==> src/rtl/mux4_rr_arbiter.sv <==
`default_nettype none
// +--------------------------------------------------------------------------+
// | mux4_rr_arbiter: round-robin grant of a shared 4:1 path, bounded bursts, |
// | single-entry valid/ready output register.          Revision: 1.0         |
// +--------------------------------------------------------------------------+
module mux4_rr_arbiter #(
  parameter int unsigned N    = 4,
  parameter int unsigned HOLD = 4
) (
  input  logic         clk,
  input  logic         rst,
  input  logic [3:0]   req_i,
  input  logic [N-1:0] a_i,
  input  logic [N-1:0] b_i,
  input  logic [N-1:0] c_i,
  input  logic [N-1:0] d_i,
  input  logic         ready_i,
  output logic [3:0]   gnt_o,
  output logic [1:0]   s_o,
  output logic [N-1:0] y_o,
  output logic         yv_o
);

  localparam int unsigned c_cnt_w = $clog2(HOLD + 1);
  localparam logic [c_cnt_w-1:0] c_hold    = c_cnt_w'(HOLD);
  localparam logic [c_cnt_w-1:0] c_cnt_one = c_cnt_w'(1);

  typedef enum logic [0:0] {
    ST_IDLE  = 1'b0,
    ST_GRANT = 1'b1
  } state_t;

  state_t               state_q, state_d;
  logic [1:0]           ptr_q, ptr_d;
  logic [c_cnt_w-1:0]   cnt_q, cnt_d;
  logic [3:0]           gnt_q, gnt_d;
  logic [1:0]           s_q, s_d;
  logic [N-1:0]         y_q, y_d;
  logic                 yv_q, yv_d;

  logic                 w_free;
  logic                 w_acc;
  logic [N-1:0]         w_sel;
  logic [1:0]           w_pick;
  logic                 w_found;
  logic [1:0]           w_idx;

  assign w_free = !yv_q || ready_i;
  assign w_acc  = (state_q == ST_GRANT) && req_i[s_q] && w_free;

  always_comb begin
    w_sel = a_i;
    case (s_q)
      2'd0:    w_sel = a_i;
      2'd1:    w_sel = b_i;
      2'd2:    w_sel = c_i;
      default: w_sel = d_i;
    endcase
  end

  // First requester at or after the pointer, wrapping modulo 4.
  always_comb begin
    w_found = 1'b0;
    w_pick  = ptr_q;
    w_idx   = ptr_q;
    for (int k = 0; k < 4; k++) begin
      w_idx = ptr_q + 2'(k);
      if (!w_found && req_i[w_idx]) begin
        w_found = 1'b1;
        w_pick  = w_idx;
      end
    end
  end

  always_comb begin
    state_d = state_q;
    ptr_d   = ptr_q;
    cnt_d   = cnt_q;
    gnt_d   = gnt_q;
    s_d     = s_q;
    y_d     = y_q;
    yv_d    = yv_q;

    case (state_q)
      ST_IDLE: begin
        if (|req_i) begin
          state_d = ST_GRANT;
          s_d     = w_pick;
          gnt_d   = 4'b0001 << w_pick;
          cnt_d   = '0;
        end
      end
      ST_GRANT: begin
        if (w_acc) begin
          cnt_d = cnt_q + c_cnt_one;
        end
        // S is left untouched on release so the mux stays steady while idle.
        if (!req_i[s_q] || (w_acc && (cnt_q + c_cnt_one == c_hold))) begin
          state_d = ST_IDLE;
          gnt_d   = 4'b0000;
          ptr_d   = s_q + 2'd1;
        end
      end
      default: begin
        state_d = ST_IDLE;
        gnt_d   = 4'b0000;
      end
    endcase

    if (w_acc) begin
      y_d  = w_sel;
      yv_d = 1'b1;
    end else if (ready_i) begin
      yv_d = 1'b0;
    end
  end

  always_ff @(posedge clk) begin
    if (rst) begin
      state_q <= ST_IDLE;
      ptr_q   <= 2'd0;
      cnt_q   <= '0;
      gnt_q   <= 4'b0000;
      s_q     <= 2'd0;
      y_q     <= '0;
      yv_q    <= 1'b0;
    end else begin
      state_q <= state_d;
      ptr_q   <= ptr_d;
      cnt_q   <= cnt_d;
      gnt_q   <= gnt_d;
      s_q     <= s_d;
      y_q     <= y_d;
      yv_q    <= yv_d;
    end
  end

  assign gnt_o = gnt_q;
  assign s_o   = s_q;
  assign y_o   = y_q;
  assign yv_o  = yv_q;

endmodule
`default_nettype wire

==> config.mk <==
export PLATFORM = sky130hd
export DESIGN_NAME = mux4_rr_arbiter
export DESIGN_NICKNAME = d
export VERILOG_FILES = /design/src/rtl/mux4_rr_arbiter.sv
export SDC_FILE = /design/constraint.sdc
export NUM_CORES = 1
export LEC_CHECK = 0
export ABC_CLOCK_PERIOD_IN_PS = 1900
export CAP_MARGIN = 10
export CORE_ASPECT_RATIO = 0.9
export CORE_UTILIZATION = 44
export DETAILED_ROUTE_END_ITERATION = 6
export GPL_TIMING_DRIVEN = 0
export HOLD_SLACK_MARGIN = 0.06
export PLACE_DENSITY_LB_ADDON = 0.05
export SETUP_SLACK_MARGIN = 0.1
export SLEW_MARGIN = 40
export SYNTH_ARGS = -nofsm -noshare
export SYNTH_HDL_FRONTEND = slang
export SYNTH_SLANG_ARGS = --single-unit
==> constraint.sdc <==
create_clock -name clk -period 1.9 [get_ports clk]
set_input_delay 0.285 -clock clk [delete_from_list [all_inputs] [get_ports clk]]
set_output_delay 0.285 -clock clk [all_outputs]
set_load 0.01 [all_outputs]
Word-level counts from Yosys, hierarchy flattened:

Index checks and enable logic that the tools add are counted.

* add/sub/neg operators: 5
* $mul: 0
* divide/modulo/power cells: 0
* $lt $le $gt $ge: 5
* equal/unequal tests: 6
* shift-type cells: 1
* multiplexer cells: 28
* bitwise operators: 1
* reductions and logical operators: 20

Operators by type and width (number)
* 2-bit by 3-bit < comparator with 1-bit output (second input constant): 5
* 1-bit 2-to-1 mux: 12
* 4-bit one-hot mux with 3 select lines: 1
* 1-bit binary-select mux with 2-bit select: 5
* 4-bit 2-to-1 mux: 2
* 4-bit one-hot mux with 2 select lines: 1
* 2-bit AND reduction: 4
* 1-bit logical AND: 6
* 2-bit 2-to-1 mux: 3
* 3-bit 2-to-1 mux: 2
* 3-bit one-hot mux with 2 select lines: 1
* 1-bit zero test: 5
* 2-bit by 1-bit adder with 2-bit output (second input constant): 2
* 2-bit adder (second input constant): 2
* 2-bit by 1-bit inequality test with 1-bit output (second input constant): 2
* 4-bit OR reduction: 1
* 1-bit by 2-bit left shift with 4-bit output (first input constant): 1
* 3-bit by 1-bit adder with 3-bit output (second input constant): 1
* 3-bit == test (second input constant): 1
* 2-bit by 1-bit == test with 1-bit output (second input constant): 1
* 2-bit == test (second input constant): 1
* 2-bit zero test: 1
* 1-bit logical OR: 2
* 2-bit inequality test (second input constant): 1
* 3 further kinds: 3

* flip-flop bits (word level): 17
* bits in latches: 0
* bits in writable memories: 0
* memory bits (read-only): 0
* input bits: 23
* output and inout bits: 11
* logic and storage cells: 73
* memories: 0

Longest topological paths before layout:

* depth after elaboration: 15
* gate-level depth with buffers: 6
* depth with buffers taken out: 6

Worst setup path before layout:

OpenSTA, ideal clock, no wires.

* path kind: reg2reg
* start point: register s_q[0] (netlist: s_o[0])
* end point: register y_q[0] (netlist: y_o[0])
* setup time: 124 ps
* arrival time: 1514 ps
* data required time: 1776 ps
* slack: 261 ps
* stages on the path, launching flop included: 5
* path buffers: 0
* clock period less this slack: 1639 ps
* path through: dfxtp_1 > mux4_1 > nand3_2 > mux2i_1 > nor2_1

* longest elaborated chain between the ends: 4
* elaborated cells on any way between the ends: 8
* those cells by class: eq/ne: 2; mux: 3; reduce/logical: 3

RTL lines
* from (decl): RTL line 37 `logic [1:0] s_q, s_d;`
* from (signal assigned): RTL line 124 `s_q <= 2'd0;`
* from (signal assigned): RTL line 132 `s_q <= s_d;`
* 1-bit binary-select mux with 2-bit select: RTL line 49 `assign w_acc = (state_q == ST_GRANT) && req_i[s_q] && w_free;`
* 1-bit 2-to-1 mux (implied by the code): RTL line 49
* 1-bit logical AND (2 in series): RTL line 49
* to (signal assigned): RTL line 133 `y_q <= y_d;`
* to (decl): RTL line 38 `logic [N-1:0] y_q, y_d;`

Several ways; a longest one is shown, not always the timed one. The select of a mux whose other input is x is not followed.
A chain may end at the register's enable or synchronous reset.

Worst setup path after layout:

* start point: register cnt_q[0]
* end point: register ptr_q[0]

* longest elaborated chain between the ends: 5

RTL lines
* from (decl): RTL line 35 `logic [c_cnt_w-1:0] cnt_q, cnt_d;`
* from (signal assigned): RTL line 130 `cnt_q <= cnt_d;`
* 3-bit by 1-bit adder with 3-bit output: RTL line 98 `if (!req_i[s_q] || (w_acc && (cnt_q + c_cnt_one == c_hold))) begin`
* 3-bit == test: RTL line 98
* 1-bit logical AND: RTL line 98
* 1-bit logical OR: RTL line 98
* 2-bit AND reduction (no line)
* to (signal assigned): RTL line 129 `ptr_q <= ptr_d;`
* to (decl): RTL line 34 `logic [1:0] ptr_q, ptr_d;`

Every way passes these cells.

==> results.yml <==
worst_setup_path:
  cp-startpoint: "cnt_q[0]$_SDFFE_PP0P_"
  path_common_cell: "ha_1"
  r2r-end: "ptr_q[0]$_SDFFE_PP0P_"
  timing.rr.start: "cnt_q[0]$_SDFFE_PP0P_"
  crit_fanout: 7
  critPathKind: "reg2reg"
  cp_cell_sequence: "ha_1 -> ha_1 -> and3_2 -> a311oi_4 -> buf_4 -> mux2i_1 -> nor2_1"
  endpoint_kind: "flip-flop"
  crit_end: "ptr_q[0]$_SDFFE_PP0P_"
  ff2ff_path_depth: 7
  cp.required_ns: 2.10
  startpoint_type: "flip-flop"
  slowest_stage: "dfxtp_1"
  cp_slowest_stage_delay_ns: 0.34
  cp.arrival_ns: 1.94
  reg2reg_slack_ns: 0.16
final_layout:
  antenna_cells: 0
  areaGrowthSynthToFinish_pct: 41.0
  drive_gt1_share_pct: 11.0
  stdcell_area_sq_um: 1390
  nets: 176
  layoutNonFillerInstCount: 171
floorplanning:
  io_pins: 34
  chipWidth_microns: 51.8
  start_util_pct: 49.0
  core-area_sq_um: 2010
  die_area_sq_um: 2430
  die_h_microns: 46.9
  rows: 15
placed_design:
  dp_slack_ns: -0.174
  placed_area_sq_um: 1340
  hpwl_microns: 1700
  post-place-cells: 166
  portBuffers: 32
  gp_congestion: 0.760
drt:
  drc: 0
  ant_nets: 0
  wl_per_cell_microns: 13.8
  vias: 965
  routed_wl_microns: 2360
  dr.pass1.iters: 5
  drtIter0Drc: 25
  viasPerCell: 5.64
grt:
  overflow: 0
  track_usage_pct: 20.5
  grt_max_degree: 11
  antenna_found_initial: 0
  grt_pass1_vias: 781
  grt_pass1_wl_microns: 3580
timing:
  period_share_pct: 91.8
  setup_viol: 0
  relSlewSlack_pct: 64.6
  setup_tns_ns: 0
  timing.final.crit_period_ns: 1.74
  fin_skew_ns: 0.00285
  fmax_mhz: 573
  hold_violations: 0
  fin_ws_ns: 0.155
  rsz0062_at_grt: "true"
  worst_pin_slew_ns: 0.527
  slew_viol_final: 0
pwr:
  netSwitchingFraction_pct: 31.7
  clock_power_share_pct: 24.8
  netSwitchingPower_uw: 280
  comb_power_share_pct: 29.5
  power_density_nw_per_um2: 638
  peakVddDrop_mv: 0.418
  p_int_uw: 604
  p_seq_share_pct: 45.7
  p_leak_uw: 0.000540
run:
  max_cap_violations: 0
clock_tree:
  hold_buffers: 0
  numCtsBuffers: 3
  htreeDepth: 1
  cts-root-buf: "clkbuf_4"
  cts_tree: "built"
  clock_path_buffers: 2
  path_clk_slew_ns: 0.12
  insertion_delay_ns: 0.31
  cts.sinks: 17
hold_path:
  holdPathStages: 2
  min_path_type: "in2reg"
outcome:
  outcome: "complete, no violations"
synthesis:
  postSynthAreaPerCell_sq_um: 9.02
  synth_edf_count: 0
  seq_area_frac_synth_pct: 34.6
  syn_area_sq_um: 983
  synth_seq_cells: 17
  syn_nets: 138
  ys_warn_count: 0
  ys_async_sr_fraction_pct: 0
  syn_inst: 109
  ys.flop_type: "dfxtp_1"
  synth.distinct_cells: 33
## worst min-delay path by stage
stage	start	end	slack [ns]
2_1_floorplan	cnt_q[1]$_SDFFE_PP0P_	cnt_q[1]$_SDFFE_PP0P_	0.45
3_3_place_gp	gnt_o[1]$_SDFFE_PP0P_	gnt_o[1]$_SDFFE_PP0P_	0.45
3_5_place_dp	gnt_o[2]$_SDFFE_PP0P_	gnt_o[2]$_SDFFE_PP0P_	0.46
4_1_cts	rst	cnt_q[1]$_SDFFE_PP0P_	0.18
5_1_grt	rst	cnt_q[1]$_SDFFE_PP0P_	0.18
6_report	rst	cnt_q[1]$_SDFFE_PP0P_	0.18
## cells by family after synthesis
kind of cell / share of synthesized area [%]
AO/OA/AOI/OAI: 18.3
adder cells (fa/ha/maj): 7.63
buffers and inverters: 4.45
flip-flops: 34.6
multiplexers: 10.8
AND/OR/NAND/NOR: 24.2
## routing by layer
metal,GRT usage [%],vias to the layer above,share of wire [%]
met3,6.47,6,6.5
met5,0,-,0
met4,4.86,0,1.2
met1,26.2,440,48
li1,-,475,-
met2,33.8,44,44
## critical path: cells and delay by family, from the launching register on
kind                       cells  cell delay, ns
adders and majority gates      2            0.38
DFF                            1            0.34
and+or+nand+nor                2            0.26
AOI/OAI and AO/OA              1            0.25
buffers and inverters          1            0.20
muxes                          1            0.20
## flip-flops by register name (all words and copies together), names as in the netlist
name and flops:
cnt_q 3, gnt_o 4, ptr_q 2, s_o 2
state_q 1, y_o 4, yv_o 1
## power groups by stage
stage / Clock, uW / Combinational, uW / Sequential, uW
after global placement: 0 / 246 / 409
final: 219 / 261 / 404
after global routing: 235 / 283 / 407
after CTS: 220 / 254 / 403
after detailed placement: 0 / 252 / 410
after floorplan: 0 / 134 / 415
## cell usage after synthesis (all sizes together) (2+ instances only)
cell,number,share of area (%)
a21oi,9,4.6
mux2i,8,8.1
o21ai,6,3.1
nand2,10,3.8
inv,3,1.1
nor3b,2,1.5
buf,3,2.4
or2,2,1.3
dfxtp,17,35
nor2,10,3.8
nand3,8,4.6
ha,6,7.6
and3,2,1.9
a222oi,4,4.1
nand3b,2,1.5
nor2b,5,3.2
## cell type report
class | instances | area, sq um
plain buffers | 4 | 32.5
inverters | 3 | 11.3
fillers | 161 | 622
flip-flops and latches | 17 | 343
clock buffers | 3 | 22.5
well taps | 25 | 31.3
repair buffers | 33 | 328
clock inverters | 1 | 5.00
multi-input cells | 85 | 613
## cell usage in the layout (no fill, tap or decap), drive strengths merged
cell type      synthesis  routed
a21oi                  9       9
a222oi                 4       4
a311oi                 1       1
a31oi                  1       1
and3                   2       2
buf                    3       4
clkbuf                 0       3
clkdlybuf4s50          0      32
clkinv                 0       1
dfxtp                 17      17
dlygate4sd1            1       1
ha                     6       6
inv                    3       3
mux2i                  8       8
mux4                   1       1
nand2                 10      10
nand2b                 1       1
nand3                  8       8
nand3b                 2       2
nand4                  1       1
nor2                  10      10
nor2b                  5       5
nor3b                  2       2
nor4                   1       1
o21a                   1       1
o21ai                  6       6
o21bai                 1       1
o311a                  1       1
o31ai                  1       1
or2                    2       2
or3                    1       1
## per-stage QoR
step / util (%) / total power [uW] / hold slack, ns
after detailed placement: 66.5 / 663 / 0.463
after global placement: 66.5 / 655 / 0.452
after floorplan: - / 549 / 0.449
after global routing: 69.0 / 925 / 0.176
final: 69.0 / 885 / 0.184
after CTS: 67.9 / 877 / 0.176
## what timing repair did
item | CTS | global route
hold endpoints to repair | 0 | 0
endpoints found under the setup margin | 2 | 15
resized for setup | 0 | 4
pin swaps | 1 | 1
buffers inserted | 0 | 1
(Power assumes the default switching activity.)
